--- src/rtl/mem_arbiter.sv ---
// Shares one RAM port between instruction fetch and data access; data wins ties,
// but a starvation counter forces one fetch grant after STARVE_MAX back-to-back data grants.
module mem_arbiter #(
  parameter int STARVE_MAX = 4
) (
  input  logic        CLK,
  input  logic        nRST,
  input  logic        halt,
  input  logic        iREN,
  input  logic [31:0] iaddr,
  output logic [31:0] iload,
  output logic        ihit,
  input  logic        dREN,
  input  logic        dWEN,
  input  logic [31:0] daddr,
  input  logic [31:0] dstore,
  output logic [31:0] dload,
  output logic        dhit,
  output logic        ramREN,
  output logic        ramWEN,
  output logic [31:0] ramaddr,
  output logic [31:0] ramstore,
  input  logic [31:0] ramload,
  input  logic        ramready,
  output logic [1:0]  grant
);

  typedef enum logic [1:0] {
    IDLE = 2'b00,
    IGNT = 2'b01,
    DGNT = 2'b10
  } state_t;

  localparam logic [3:0] SMAX = 4'(STARVE_MAX);

  state_t     state, next_state;
  logic [3:0] starve_cnt, next_cnt;
  logic       i_req, d_req;

  assign i_req = iREN & ~halt;
  assign d_req = dREN | dWEN;

  always_ff @(posedge CLK or negedge nRST) begin
    if (!nRST) begin
      state      <= IDLE;
      starve_cnt <= '0;
    end else begin
      state      <= next_state;
      starve_cnt <= next_cnt;
    end
  end

  always_comb begin
    next_state = state;
    next_cnt   = starve_cnt;
    case (state)
      IDLE: begin
        if (i_req && starve_cnt == SMAX) begin
          next_state = IGNT;
          next_cnt   = '0;
        end else if (d_req) begin
          next_state = DGNT;
          // Only data grants that overtake a live fetch request count as starvation.
          if (!i_req)
            next_cnt = '0;
          else if (starve_cnt < SMAX)
            next_cnt = starve_cnt + 4'd1;
        end else if (i_req) begin
          next_state = IGNT;
          next_cnt   = '0;
        end else begin
          next_cnt = '0;
        end
      end
      IGNT, DGNT: begin
        if (ramready)
          next_state = IDLE;
      end
      default: next_state = IDLE;
    endcase
  end

  always_comb begin
    ramREN   = 1'b0;
    ramWEN   = 1'b0;
    ramaddr  = '0;
    ramstore = '0;
    ihit     = 1'b0;
    iload    = '0;
    dhit     = 1'b0;
    dload    = '0;
    case (state)
      IGNT: begin
        ramREN  = 1'b1;
        ramaddr = iaddr;
        ihit    = ramready;
        iload   = ramready ? ramload : '0;
      end
      DGNT: begin
        // A simultaneous read and write is treated as a write.
        ramREN   = dREN & ~dWEN;
        ramWEN   = dWEN;
        ramaddr  = daddr;
        ramstore = dstore;
        dhit     = ramready;
        dload    = (ramready && dREN && !dWEN) ? ramload : '0;
      end
      default: ;
    endcase
  end

  assign grant = state;

endmodule
--- config.mk ---
export PLATFORM = sky130hd
export DESIGN_NAME = mem_arbiter
export DESIGN_NICKNAME = d
export VERILOG_FILES = /design/src/rtl/mem_arbiter.sv
export SDC_FILE = /design/constraint.sdc
export NUM_CORES = 1
export LEC_CHECK = 0
export ABC_AREA = 1
export CAP_MARGIN = 5
export CORE_AREA = 2 2 104 106
export CTS_CLUSTER_DIAMETER = 150
export DETAILED_ROUTE_END_ITERATION = 8
export DIE_AREA = 0 0 106 108
export GPL_ROUTABILITY_DRIVEN = 0
export GPL_TIMING_DRIVEN = 0
export SYNTH_ARGS = -nofsm -noshare
export SYNTH_HDL_FRONTEND = slang
export SYNTH_SLANG_ARGS = --single-unit
--- constraint.sdc ---
create_clock -name CLK -period 1.3 [get_ports CLK]
set_input_delay 0.13 -clock CLK [delete_from_list [all_inputs] [get_ports CLK]]
set_output_delay 0.13 -clock CLK [all_outputs]
set_load 0.005 [all_outputs]
==> flow_summary_export.csv, run 1 <==
group,metric,value,unit
worst_setup_path,cp_data_arrival_time,1.63,ns
run_status,violations,"negative setup slack",
yosys,synth_area,1595,µm²
floorplan,core.rowCount,37,
sta,period_share,135.5,%
sta,hold_viol,0,
sta,setup_slack,-0.4609,ns
floorplan,ios,269,
cells_and_area,diodes,0,
sta,clock.fmax,0.5679,GHz
sta,worst_pin_slew,0.4034,ns
yosys,ys_seq_elements,6,
routing,wl_met1,4968,µm
routing,viasPerCell,4.163,
clocking,cts-root-buf,"clkbuf_8",
routing,drt-total-wl,12710,µm
worst_setup_path,required,1.17,ns
clocking,clkLatencyLatePin,0.22,ns
routing,ant_nets,0,
placed_design,io_buffers,268,
global_route,grt_pass1_wl,17970,µm
cells_and_area,final_core_util,58.31,%
sta,report.final.slew_viol_count,0,
routing,wire_per_inst,15.55,µm
clocking,cts_made_buffers,3,
floorplan,dieArea,11450,µm²
clocking,numClockSinks,6,
yosys,ys_types,21,
sta,slew_headroom,73.06,%
floorplan,die_h,108,µm
sta,fin_skew,0.001164,ns
clocking,cts_buffer_depth,2,
yosys,synth_warnings,0,
clocking,clk_pin_slew,0.03,ns
routing,drt_iter0_drc,113,
yosys,synth_nets,484,
global_route,first_global_vias,3308,
cells_and_area,drive_gt1_share,62.56,%
sta,setup_viol,134,
cells_and_area,nets,823,
yosys,yosysSeqAreaShare,9.412,%
clocking,h-tree-depth,1,
global_route,grt_overflow_total,0,
worst_setup_path,start_kind,"flop",
cells_and_area,syn2layout_area_growth,274.0,%
sta,min_period,1.761,ns
routing,wl_met3,637,µm
global_route,grt_max_degree,11,
run_status,status,"finished with violations",
worst_setup_path,endpoint_kind,"output pin",
routing,num_vias,3401,
hold_path,min_path_type,"in -> async",
global_route,antenna_found_initial,0,
placed_design,hpwl,8598,µm
routing,drtPass1Iterations,4,
routing,drc,0,
power_and_ir_drop,p_leak,3.144,nW
routing,met2WireLength,6807,µm
floorplan,core_area,10230,µm²
power_and_ir_drop,power,8.116,mW
worst_setup_path,r2r_cells,8,
clocking,cts_tree,"yes",
global_route,grt_use_total,19.60,%
floorplan,die_x,106,µm
worst_setup_path,worstSetupPathType,"reg -> out",
run,maxCapViolCount,0,
routing,topRoutingLayerUsed,"met4",
power_and_ir_drop,peakVddDrop,1.119,mV
floorplan,initial_core_util,15.59,%
yosys,netlist_instances,344,
sta,rsz0062_at_grt,"yes",
power_and_ir_drop,p_per_area,1360,nW/µm²
yosys,syn_area_per_cell,4.637,µm²
worst_setup_path,crit_fanout,5,
==> cells in the final DEF (no fill, tap or decap) <==
| master | instances |
|---|---|
| nand2_8 | 1 |
| buf_4 | 7 |
| nor2_4 | 37 |
| dlymetal6s2s_1 | 2 |
| nand2_1 | 35 |
| buf_2 | 104 |
| a31oi_4 | 1 |
| nor2_1 | 18 |
| ha_1 | 1 |
| buf_8 | 16 |
| xnor2_1 | 1 |
| clkbuf_8 | 5 |
| ha_4 | 3 |
| nand3_4 | 2 |
| or2_4 | 1 |
| buf_6 | 75 |
| clkbuf_16 | 1 |
| a21oi_2 | 27 |
| inv_8 | 1 |
| clkbuf_2 | 2 |
| inv_1 | 46 |
| dfrtp_2 | 1 |
| nand3_1 | 7 |
| nand2_2 | 40 |
| buf_12 | 10 |
| a21oi_1 | 6 |
| buf_16 | 3 |
| clkdlybuf4s50_1 | 133 |
| ha_2 | 1 |
| o21ai_2 | 2 |
| nand2_4 | 36 |
| o21ai_0 | 1 |
| nor2_2 | 17 |
| inv_4 | 1 |
| inv_2 | 30 |
| dfrtp_1 | 5 |
| nand4_4 | 2 |
==> critical path, stage by stage, from the launching register on <==
cell,delay (ns)
dfrtp_1,0.39
buf_6,0.13
buf_6,0.11
ha_4,0.21
buf_12,0.14
buf_8,0.12
buf_6,0.11
nand2_4,0.04
a21oi_2,0.04
buf_2,0.12
==> path summary, 6_finish.rpt <==
check / from / end / slack [ns]
min in group CLK: starve_cnt[1]$_DFFE_PN0P_ / starve_cnt[1]$_DFFE_PN0P_ / 0.51
worst min register to register: starve_cnt[1]$_DFFE_PN0P_ / starve_cnt[1]$_DFFE_PN0P_ / 0.51
worst max-delay path: grant[0]$_DFFE_PN0P_ / ramaddr[23] / -0.46
worst min-delay path: nRST / starve_cnt[1]$_DFFE_PN0P_ / 0.14
worst max register to register: grant[0]$_DFFE_PN0P_ / grant[1]$_DFFE_PN0P_ / -0.28
max in group asynchronous: nRST / grant[1]$_DFFE_PN0P_ / 0.94
==> report_power, final <==
part	switching (mW)	total [mW]	internal, mW	leakage [nW]
sequential	0.0553	0.291	0.236	0.0797
clock	0.0683	0.266	0.198	0.0216
combinational	3.47	7.56	4.09	3.04
==> cell type report <==
type / count / area (µm²)
Multi-Input combinational cell: 239 / 1941
Sequential cell: 6 / 151.4
Tap cell: 136 / 170.2
Clock buffer: 3 / 41.29
Buffer: 16 / 227.7
Inverter: 78 / 302.8
Timing Repair Buffer: 339 / 3132
Fill cell: 928 / 4265
==> per-stage QoR <==
stage	worst slack, ns	setup TNS, ns	std cells	hold slack (ns)	instance area, µm²
4_1_cts	-0.5325	-53.84	813	0.1425	5152
6_report	-0.4609	-48.60	817	0.1429	5966
3_3_place_gp	-0.7173	-83.21	748	0.3748	4457
3_5_place_dp	-0.7229	-85.16	748	0.3759	4457
2_1_floorplan	-0.006427	-0.1285	344	-0.1656	1604
5_1_grt	-0.5338	-56.41	817	0.1545	5966
==> cells in the mapped netlist <==
| cell | n | share of area (%) |
|---|---|---|
| o21ai_1 | 2 | 0.63 |
| a31oi_1 | 1 | 0.39 |
| dfrtp_1 | 6 | 9.4 |
| nand4_2 | 1 | 0.78 |
| o21ai_0 | 1 | 0.31 |
| nand2_2 | 2 | 0.78 |
| nand2_1 | 110 | 26 |
| buf_4 | 1 | 0.47 |
| xnor2_1 | 1 | 0.55 |
| clkbuf_1 | 3 | 0.71 |
| ha_1 | 5 | 3.9 |
| nand3_2 | 1 | 0.63 |
| nor2_2 | 2 | 0.78 |
| a21oi_1 | 33 | 10 |
| nor2_1 | 70 | 16 |
| inv_1 | 75 | 18 |
| nand4_4 | 1 | 1.3 |
| nand3_1 | 8 | 2.5 |
| inv_2 | 3 | 0.71 |
| or2_2 | 1 | 0.39 |
| buf_2 | 17 | 5.3 |
==> metal layers <==
layer  global-route usage (%)  vias up
met5                        0        -
met4                    4.981        0
met3                    2.833       20
met2                    35.90      121
met1                    24.08     1585
li1                         -     1675
==> kinds of logic after synthesis <==
kind of cell	count (synthesis)	share of synthesized area, %
DFF	6	9.412
adders and majority gates	5	3.922
and+or+nand+nor	196	49.57
buffers and inverters	99	24.86
AOI/OAI and AO/OA	37	11.69
xor gates and xnor gates	1	0.5491
==> sequential cells by signal, indices dropped and copies added (netlist names) <==
signal / flops
starve_cnt: 4
grant: 2
==> timing repair <==
item,in CTS,in global routing
setup endpoints to repair,134,139
hold buffers,0,0
setup buffers,50,14
resized for setup,719,239
gates cloned,12,1
pin swaps,27,39
Note: power is estimated with default switching activity, not from simulation.
==> run 2, diff against run 1 <==
--- a/config.mk
+++ b/config.mk
@@ -13,6 +13,7 @@
 export DIE_AREA = 0 0 106 108
 export GPL_ROUTABILITY_DRIVEN = 0
 export GPL_TIMING_DRIVEN = 0
+export RECOVER_POWER = 25
 export SYNTH_ARGS = -nofsm -noshare
 export SYNTH_HDL_FRONTEND = slang
 export SYNTH_SLANG_ARGS = --single-unit
==> run 2 against run 1 <==
Effect of this change:
- the run still ends with negative setup slack left
- cell count is the same
- setup slack is the same
- core utilization is the same
- wire length unchanged
- critical path depth is the same
- sequential share of layout area unchanged
- maximum frequency unchanged
- combinational power about the same
- non-clock buffer count unchanged
- critical path type unchanged
- largest cell class unchanged
==> flow_summary_export.csv, run 2 (synthesis gave the netlist of run 1 again) <==
group,metric,value,unit
routing,num_vias,3401,
worst_setup_path,start_kind,"flop",
cells_and_area,syn2layout_area_growth,274.0,%
worst_setup_path,crit_fanout,5,
clocking,clkLatencyLatePin,0.22,ns
clocking,cts_buffer_depth,2,
worst_setup_path,cp_data_arrival_time,1.63,ns
hold_path,min_path_type,"in -> async",
sta,setup_tns,-48.60,ns
global_route,grt_pass1_wl,17970,µm
floorplan,dieArea,11450,µm²
placed_design,io_buffers,268,
global_route,top_usage_layer,"met2",
sta,setup_viol,134,
worst_setup_path,crit_end,"ramaddr[23]",
cells_and_area,final_core_util,58.31,%
worst_setup_path,critPathBufInv,6,
global_route,grt_overflow_total,0,
sta,report.final.slew_viol_count,0,
floorplan,initial_core_util,15.59,%
clocking,clk_pin_slew,0.03,ns
power_and_ir_drop,p_sw,3.595,mW
cells_and_area,fill_cells,928,
clocking,cts_hold_buf,0,
cells_and_area,multi_input_area,1941,µm²
power_and_ir_drop,power,8.115,mW
floorplan,core.rowCount,37,
placed_design,placed_area,4457,µm²
routing,drt-total-wl,12710,µm
sta,setup_slack,-0.4609,ns
worst_setup_path,r2r-start,"grant[0]$_DFFE_PN0P_",
floorplan,die_x,106,µm
run_status,status,"finished with violations",
cells_and_area,drive_gt1_share,62.56,%
worst_setup_path,critical-path-max-stage-delay,0.39,ns
sta,fin_skew,0.001164,ns
sta,min_period,1.761,ns
clocking,cts_made_buffers,3,
clocking,cts-root-buf,"clkbuf_8",
global_route,grt_use_total,19.60,%
global_route,first_global_vias,3308,
clocking,h-tree-depth,1,
floorplan,ios,269,
global_route,grtUsageMet3,2.833,%
cells_and_area,mostFrequentLayoutCell,"clkdlybuf4s50_1",
clocking,numClockSinks,6,
worst_setup_path,crit_top_cell,"buf_6",
power_and_ir_drop,p_clk_share,3.3,%
clocking,cts_tree,"yes",
sta,rsz0062_at_grt,"yes",
sta,worst_pin_slew,0.4034,ns
placed_design,dpl_worst_slack,-0.7229,ns
sta,clock.fmax,0.5679,GHz
cells_and_area,diodes,0,
worst_setup_path,crit_family,"buffers and inverters",
floorplan,die_h,108,µm
power_and_ir_drop,p_int,4.520,mW
global_route,antenna_found_initial,0,
worst_setup_path,endpoint_kind,"output pin",
worst_setup_path,required,1.17,ns
cells_and_area,seqCellArea,151.4,µm²
worst_setup_path,r2r_cells,8,
cells_and_area,largest_reg_flops,4,
worst_setup_path,cp_cell_sequence,"buf_6 > buf_6 > ha_4 > buf_12 > buf_8 > buf_6 > nand2_4 > a21oi_2 > buf_2",
floorplan,core_area,10230,µm²
sta,hold_viol,0,
global_route,grt_util_met2,35.90,%
cells_and_area,fin_area,5966,µm²
cells_and_area,final_cell_mix,"clkdlybuf4s50_1 (132), buf_2 (104), buf_6 (75)",
sta,period_share,135.5,%
cells_and_area,largest-register,"starve_cnt",
routing,drtPass1Iterations,4,
routing,drt_iter0_drc,113,
power_and_ir_drop,peakVddDrop,1.119,mV
power_and_ir_drop,p_leak,3.144,nW
run,maxCapViolCount,0,
power_and_ir_drop,pwr-share-comb,93.1,%
sta,slew_headroom,73.06,%
cells_and_area,nets,823,
placed_design,hpwl,8598,µm
worst_setup_path,worstSetupPathType,"reg -> out",
run_status,violations,"negative setup slack",
worst_setup_path,timing.rr.end,"grant[1]$_DFFE_PN0P_",
global_route,grt_max_degree,11,
global_route,gr-usage-met1,24.08,%
worst_setup_path,crit_path_top_delay_cell,"dfrtp_1",
worst_setup_path,worstSetupStartpoint,"grant[0]$_DFFE_PN0P_",
power_and_ir_drop,p_per_area,1360,nW/µm²
power_and_ir_drop,p_seq_share,3.6,%
routing,wire_per_inst,15.55,µm
routing,ant_nets,0,
routing,drc,0,
routing,viasPerCell,4.163,
worst_setup_path,path_depth,9,
worst_setup_path,r2r_slack,-0.28,ns
power_and_ir_drop,switching_share,44.30,%
run 2: worst min path at each step:
stage | slack (ns) | to | depth (start not counted)
after global placement | 0.37 | starve_cnt[1]$_DFFE_PN0P_ | 1
after global routing | 0.22 | grant[0]$_DFFE_PN0P_ | 1
after detailed placement | 0.38 | starve_cnt[1]$_DFFE_PN0P_ | 1
after CTS | 0.14 | starve_cnt[1]$_DFFE_PN0P_ | 1
final | 0.21 | starve_cnt[1]$_DFFE_PN0P_ | 1
after floorplan | -0.17 | grant[0]$_DFFE_PN0P_ | 0
run 2: layout make-up:
type                    count  share of cell area, %
repair buffers            339                  52.50
well taps                 136                  2.852
flip-flops and latches      6                  2.538
inverters                  78                  5.075
multi-input cells         239                  32.53
plain buffers              16                  3.817
clock buffers               3                 0.6921
run 2: timing repair:
action / 4_1_cts / 5_1_grt
cloned: 12 / 1
setup buffers: 50 / 14
resized for setup: 719 / 239
setup endpoints to repair: 134 / 139
pin swaps: 27 / 39
run 2: per-layer routing:
metal / vias up / wire, µm
met1: 1585 / 4968
li1: 1675 / -
met4: 0 / 295
met2: 121 / 6807
met5: - / 0
met3: 20 / 637
run 2: stage by stage:
step,cells,hold slack [ns]
floorplan,344,-0.1656
global placement,748,0.3748
detailed placement,748,0.3759
CTS,813,0.1425
global route,817,0.2248
finish,817,0.2134
run 2: power groups by stage:
| stage | clock network [mW] | registers (mW) | logic, mW |
|---|---|---|---|
| 2_1_floorplan | 0 | 0.271 | 1.68 |
| 3_3_place_gp | 0 | 0.278 | 4.09 |
| 3_5_place_dp | 0 | 0.279 | 4.12 |
| 4_1_cts | 0.278 | 0.281 | 6.39 |
| 5_1_grt | 0.294 | 0.299 | 8.02 |
| 6_report | 0.266 | 0.291 | 7.56 |
